`src/rtl/johnson_seq_ctrl.sv`:
```
// Command-driven sequencer around a WIDTH-bit Johnson counter.
// Accepts LOAD/RUN/CLEAR over valid/ready, steps the ring in either direction, and flags illegal seeds.
module johnson_seq_ctrl #(
    parameter int unsigned WIDTH = 4,
    parameter int unsigned CNT_W = 8
) (
    input  logic             clk,
    input  logic             rst,
    input  logic             cmd_valid,
    output logic             cmd_ready,
    input  logic [1:0]       cmd_op,
    input  logic             cmd_dir,
    input  logic [CNT_W-1:0] cmd_steps,
    input  logic [WIDTH-1:0] cmd_seed,
    input  logic             abort,
    output logic [WIDTH-1:0] q,
    output logic             busy,
    output logic             done,
    output logic             err
);

    typedef enum logic [1:0] {
        S_IDLE = 2'b00,
        S_RUN  = 2'b01,
        S_DONE = 2'b10
    } state_t;

    typedef enum logic [1:0] {
        OP_RUN   = 2'b00,
        OP_LOAD  = 2'b01,
        OP_CLEAR = 2'b10,
        OP_RSVD  = 2'b11
    } op_t;

    state_t           state_q, state_d;
    logic [WIDTH-1:0] q_q, q_d;
    logic [CNT_W-1:0] rem_q, rem_d;
    logic             dir_q, dir_d;
    logic             err_q, err_d;

    // A legal Johnson code has at most one boundary between adjacent differing bits.
    function automatic logic is_johnson(input logic [WIDTH-1:0] v);
        int unsigned edges;
        edges = 0;
        for (int unsigned i = 0; i + 1 < WIDTH; i++) begin
            if (v[i] != v[i+1]) edges++;
        end
        return (edges <= 1);
    endfunction

    function automatic logic [WIDTH-1:0] shift_ring(input logic [WIDTH-1:0] v, input logic left);
        if (left) return {v[WIDTH-2:0], ~v[WIDTH-1]};
        else      return {~v[0], v[WIDTH-1:1]};
    endfunction

    always_ff @(posedge clk or negedge rst) begin
        if (!rst) begin
            state_q <= S_IDLE;
            q_q     <= '0;
            rem_q   <= '0;
            dir_q   <= 1'b0;
            err_q   <= 1'b0;
        end else begin
            state_q <= state_d;
            q_q     <= q_d;
            rem_q   <= rem_d;
            dir_q   <= dir_d;
            err_q   <= err_d;
        end
    end

    always_comb begin
        state_d = state_q;
        q_d     = q_q;
        rem_d   = rem_q;
        dir_d   = dir_q;
        err_d   = err_q;
        unique case (state_q)
            S_IDLE: begin
                if (cmd_valid) begin
                    state_d = S_DONE;
                    case (op_t'(cmd_op))
                        OP_RUN: begin
                            if (cmd_steps != '0) begin
                                rem_d   = cmd_steps;
                                dir_d   = cmd_dir;
                                state_d = S_RUN;
                            end
                        end
                        OP_LOAD: begin
                            if (is_johnson(cmd_seed)) begin
                                q_d = cmd_seed;
                            end else begin
                                q_d   = '0;
                                err_d = 1'b1;
                            end
                        end
                        default: begin
                            q_d   = '0;
                            err_d = 1'b0;
                        end
                    endcase
                end
            end
            S_RUN: begin
                // Abort takes priority over the shift, including on the final step.
                if (abort) begin
                    state_d = S_DONE;
                end else begin
                    q_d   = shift_ring(q_q, dir_q);
                    rem_d = rem_q - 1'b1;
                    if (rem_q == CNT_W'(1)) state_d = S_DONE;
                end
            end
            S_DONE:  state_d = S_IDLE;
            default: state_d = S_IDLE;
        endcase
    end

    assign q         = q_q;
    assign err       = err_q;
    assign busy      = (state_q != S_IDLE);
    assign cmd_ready = (state_q == S_IDLE);
    assign done      = (state_q == S_DONE);

endmodule

```
`config.mk`:
```
export PLATFORM = sky130hd
export DESIGN_NAME = johnson_seq_ctrl
export DESIGN_NICKNAME = d
export VERILOG_FILES = /design/src/rtl/johnson_seq_ctrl.sv
export SDC_FILE = /design/constraint.sdc
export NUM_CORES = 1
export LEC_CHECK = 0
export CAP_MARGIN = 15
export CORE_MARGIN = 2
export CORE_UTILIZATION = 55
export CTS_BUF_LIST = sky130_fd_sc_hd__clkbuf_2
export DETAILED_ROUTE_END_ITERATION = 10
export GPL_ROUTABILITY_DRIVEN = 0
export PLACE_DENSITY = 0.95
export SLEW_MARGIN = 25
export SYNTH_ARGS = -nofsm -noshare
export SYNTH_HDL_FRONTEND = slang
export SYNTH_SLANG_ARGS = --single-unit
```
`constraint.sdc`:
```
create_clock -name clk -period 3.2 [get_ports clk]
set_input_delay 0.64 -clock clk [delete_from_list [all_inputs] [get_ports clk]]
set_output_delay 0.64 -clock clk [all_outputs]
set_load 0.05 [all_outputs]
```
# Word level (Yosys, flattened, before mapping)
# Cells that the tools add are included.
[word_totals] reg_bits=16 out_inout_bits=8 wordCells=67 input_bits=19
[op_classes] n_lt_le_gt_ge=1 n_bitwise=3 n_mux=31 add_sub_neg=3 n_reduce_logical=10 eq_ne=14
[op_table] cell="$mux W32" n=11
[op_table] cell="$add A32 B1 Y32 const B" n=2
[op_table] cell="$le A32 B1 Y1 const B" n=1
[op_table] cell="$mux W8" n=4
[op_table] cell="$mux W4" n=4
[op_table] cell="$pmux W4 S2" n=2
[op_table] cell="$pmux W8 S2" n=1
[op_table] cell="$reduce_and A4 Y1" n=3
[op_table] cell="$mux W2" n=5
[op_table] cell="$eq A8 B1 Y1 const B" n=1
[op_table] cell="$ne A2 B2 Y1 const B" n=4
[op_table] cell="$reduce_bool A8 Y1" n=1
[op_table] cell="$sub A8 B1 Y8 const B" n=1
[op_table] cell="$reduce_and A5 Y1" n=1
[op_table] cell="$eq A2 B1 Y1 const B" n=2
[op_table] cell="$logic_not A2 Y1" n=2
[op_table] cell="$ne A2 B1 Y1 const B" n=2
[op_table] cell="$pmux W2 S2" n=1
[op_table] cell="$reduce_bool A2 Y1" n=2
[op_table] cell="$ne A1 B1 Y1" n=3
[op_table] cell="$ne A3 B3 Y1 const B" n=1
[op_table] cell="$not A1 Y1" n=3
[op_table] cell="$eq A2 B2 Y1 const B" n=1
[op_table] cell="$mux W1" n=2
[op_table] cell="2 further kinds" n=2

# Logic depth before layout (Yosys ltp)
# Gate-level depths: netlist of run 1.
[depth] ltp_word=20 ltp_mapped=6 mapped_depth_nobuf=6

# Least setup slack after synthesis of run 1
# OpenSTA, ideal clock, no wires.
[synth_path] path_type="input port to flip-flop" startpoint="input cmd_steps[6]" endpoint="register dir_q" n_path_buf=0 cell_stages=4 required_time_ns=3.075 slack_ns=1.466 t_arrival_ns=1.609 path_cell_list="nor4_1 > a21boi_1 > and3_4 > mux2_4"
[synth_between] elab_chain_len=2
[synth_lines] element="start: declaration" line_no="13" rtl="input logic [CNT_W-1:0] cmd_steps,"
[synth_lines] element="$reduce_bool A8 Y1" line_no="84" rtl="if (cmd_steps != '0) begin"
[synth_lines] element="$reduce_and A4 Y1 (no line)"
[synth_lines] element="end signal: assignment" line_no="67" rtl="dir_q <= dir_d;"
[synth_lines] element="end: declaration" line_no="38" rtl="logic dir_q, dir_d;"
# Every way passes these cells.
# A chain may end at the register's enable or synchronous reset.

# Worst setup path in the final report of run 1
[layout_path] startpoint="register state_q[1]" endpoint="output cmd_ready"
[layout_between] elab_chain_len=1
[layout_lines] element="start: declaration" line_no="35" rtl="state_t state_q, state_d;"
[layout_lines] element="start signal: assignment" line_no="64" rtl="state_q <= state_d;"
[layout_lines] element="$logic_not A2 Y1" line_no="123" rtl="assign cmd_ready = (state_q == S_IDLE);"
[layout_lines] element="end: declaration" line_no="10" rtl="output logic cmd_ready,"
# Every way passes these cells.

==> results by group, run 1 <==
Global routing
  • Initial antenna violation count: 0
  • Largest net degree at the start of global routing: 19
  • GRT overflow: 0
  • First-pass GRT wire length: 4.93 mm
  • GRT Total Usage: 26.1%
  • Vias in the first global route: 1101

CTS
  • CTS Sinks: 16
  • Worst skew pair latency: 0.32 ns
  • CTS root buf: clkbuf_2
  • Num CTS Buffers: 3
  • H-tree depth: 1
  • Clock buffer depth: 2
  • Buffer count from post-CTS setup fixing: 0
  • Post-cts resize count: 0
  • CTS clk-pin slew, worst paths: 0.16 ns
  • TritonCTS clock tree: built
  • CTS Hold Bufs: 0

Power and ir drop
  • Static leakage: 0.566 nW
  • Worst ir drop on vdd: 0.000540 V
  • Combinational Power Share: 47.8%
  • Net switching fraction of the power: 45.5%
  • Power Dens Cells: 606 nW/um2
  • P_int: 477 uW
  • Clock share of power: 11.3%
  • Switch Pwr: 398 uW
  • Reg power frac: 40.9%

Critical path
  • Worst Setup Start Kind: flip-flop
  • Worst reg2reg path depth: 4
  • CP Launch Point: state_q[1]
  • Worst R2R Start: state_q[1]
  • Crit path kind: flip-flop to primary output
  • CP arrival: 2.17 ns
  • Worst EP required: 2.56 ns
  • FF-to-FF setup slack: 1.30 ns
  • R2r endpoint: rem_q[6]
  • Crit. End Element: primary output
  • CP max FO: 13
  • Crit path to: cmd_ready

Drt
  • Remaining DRCs: 0
  • WL/cell: 16.2 um
  • Total Routed Length: 2.89 mm
  • Via density: 6.30
  • Vias: 1127
  • 1st-iter DRT viols: 37
  • Initial DRT Pass Iterations: 4
  • Antenna Nets Post-Route: 0

Timing
  • RSZ-0062 raised after global routing: no
  • Clock skew: 0.0124 ns
  • Endpoints failing setup: 0
  • Fin crit share: 87.8%
  • Setup TNS Final: 0 ns
  • Final min period: 2.81 ns
  • Slew margin rel.: 51.6%
  • Fin. max-slew vios: 0
  • Worst Tran Pin Value: 0.723 ns
  • Max Fclk: 356 MHz
  • Final Hold Vio Count: 0

Cells and area
  • Area grow syn2layout: 24.1%
  • Fillcell total: 144
  • Ant diodes: 0
  • Layout cell share with drive strength beyond 1: 10.5%
  • Final design utilization: 72.9%
  • Multi-input logic area: 686 um2
  • Layout Nets: 174
  • Register area: 400 um2

Place
  • IO Port Bufs: 26
  • Post-detail-place hpwl: 2.22 mm

Yosys
  • Synth Net Count: 149
  • Synthesized cell area: 1160 um2
  • Mapped Cells: 128
  • #FFs+latches synth: 16
  • Ys async rst share: 100%
  • Syn Area/Cell: 9.10 um2
  • EDFF count, synth: 0
  • Synth Warn #: 0
  • Post-synthesis sequential area ratio: 34.4%
  • Synth unique cells: 52
  • Most used DFF post-synth: dfrtp_1

Die
  • CORE AREA: 1980 um2
  • Die Height: 50.0 um
  • # IOs: 27
  • Die W: 50.0 um
  • Die area: 2500 um2
  • Starting Density: 58.8%
  • Row count: 16

Hold path
  • Tightest Hold Check Type: flip-flop to flip-flop

Run
  • Max Cap Viol: 0

Status
  • Result of the run: completed
-- logic make-up after synthesis --
family | synth area share (%)
AND/OR/NAND/NOR | 19.5
flip-flops | 34.4
multiplexers | 3.87
AO/OA/AOI/OAI | 33.3
buffers and inverters | 6.77
adder cells (fa/ha/maj) | 2.15
-- layer usage --
| layer | global-route usage [%] | part of all wire (%) | wire [um] | up-vias |
|---|---|---|---|---|
| met1 | 34.0 | 43 | 1240 | 537 |
| met4 | 13.4 | 1.8 | 52 | 0 |
| li1 | - | - | - | 536 |
| met2 | 41.4 | 49 | 1430 | 49 |
| met3 | 3.94 | 6.1 | 177 | 5 |
| met5 | 0 | 0 | 0 | - |
-- critical path, cell delays in order, from the launching register on --
cell	delay (ns)
dfrtp_1	0.54
or2_1	0.40
clkinv_8	0.12
clkdlybuf4s50_1	0.81
-- power groups by stage --
| stage | registers [mW] | logic, mW | clock network [mW] |
|---|---|---|---|
| 2_1_floorplan | 0.393 | 0.249 | 0 |
| 3_3_place_gp | 0.353 | 0.402 | 0 |
| 3_5_place_dp | 0.361 | 0.415 | 0 |
| 4_1_cts | 0.356 | 0.418 | 0.101 |
| 5_1_grt | 0.371 | 0.454 | 0.109 |
| 6_report | 0.358 | 0.418 | 0.0991 |
-- final cells by class --
type                       count  area share, %
tap                           27           2.34
clock buffer                   3           1.04
timing repair buffer          26           18.0
multi-input combinational     97           47.4
sequential                    16           27.7
inverter                       9           3.20
clock inverter                 1          0.260
-- flip-flops by register name (all words and copies together) (netlist names) --
name and cells:
rem_q 8, q 4, state_q 2, dir_q 1, err 1
-- synth_stat cells (all sizes together), types with 4 or more instances --
master   instances  area [um2]
inv              8        30.0
o211ai           4        30.0
nor3             4        20.0
a21oi           10        65.1
nor2            10        37.5
a211oi           4        35.0
nand2b           6        37.5
dfrtp           16         400
o21ai            5        25.0
a2bb2oi          6        52.6
nand2            6        22.5
-- stage by stage --
stage                     instance area [um2]  power [mW]  cells  setup WS (ns)  hold slack, ns
final                                    1450       0.875    179          0.389           0.553
after global placement                   1430       0.755    175          0.809           0.506
after detailed placement                 1430       0.776    175          0.774           0.534
after floorplan                          1160       0.643    128           1.47           0.344
after CTS                                1450       0.874    179          0.397           0.558
after global routing                     1450       0.934    179          0.301           0.595
-- worst min-delay path by stage --
stage,start,endpoint,slack (ns),depth (start not counted)
after floorplan,rst,dir_q,0.34,0
after global placement,err,err,0.51,2
after detailed placement,err,err,0.53,2
after CTS,err,err,0.56,2
after global routing,err,err,0.60,2
final,err,err,0.55,2
-- cell usage in the layout (no fill, tap or decap), types with 3 or more instances in the layout --
master	synthesis	final
a211oi_1	3	3
a2bb2oi_1	6	6
clkdlybuf4s50_1	0	26
o22ai_1	3	3
dfrtp_1	16	16
nand2_1	6	6
a21oi_1	8	8
nor2_1	10	10
o21ai_0	5	5
nand2b_1	6	6
inv_1	8	8
mux2i_1	3	3
nor3_1	4	4
clkbuf_2	0	3
o211ai_1	4	4
No activity file was read; power rests on OpenSTA's default activity.
==> run 2, diff against run 1 <==
- HOLD_SLACK_MARGIN: not set -> 0.06
==> results of run 2 <==
Same layout as run 1: the final DEF is identical, and so are final timing and power.
==> run 3, diff against run 2 <==
- MAX_ROUTING_LAYER: not set -> met4
==> results of run 3 <==
Same layout as run 1: the final DEF is identical, and so are final timing and power.
Among the figures that moved: overall routing resource usage 26.1% -> 26.8%
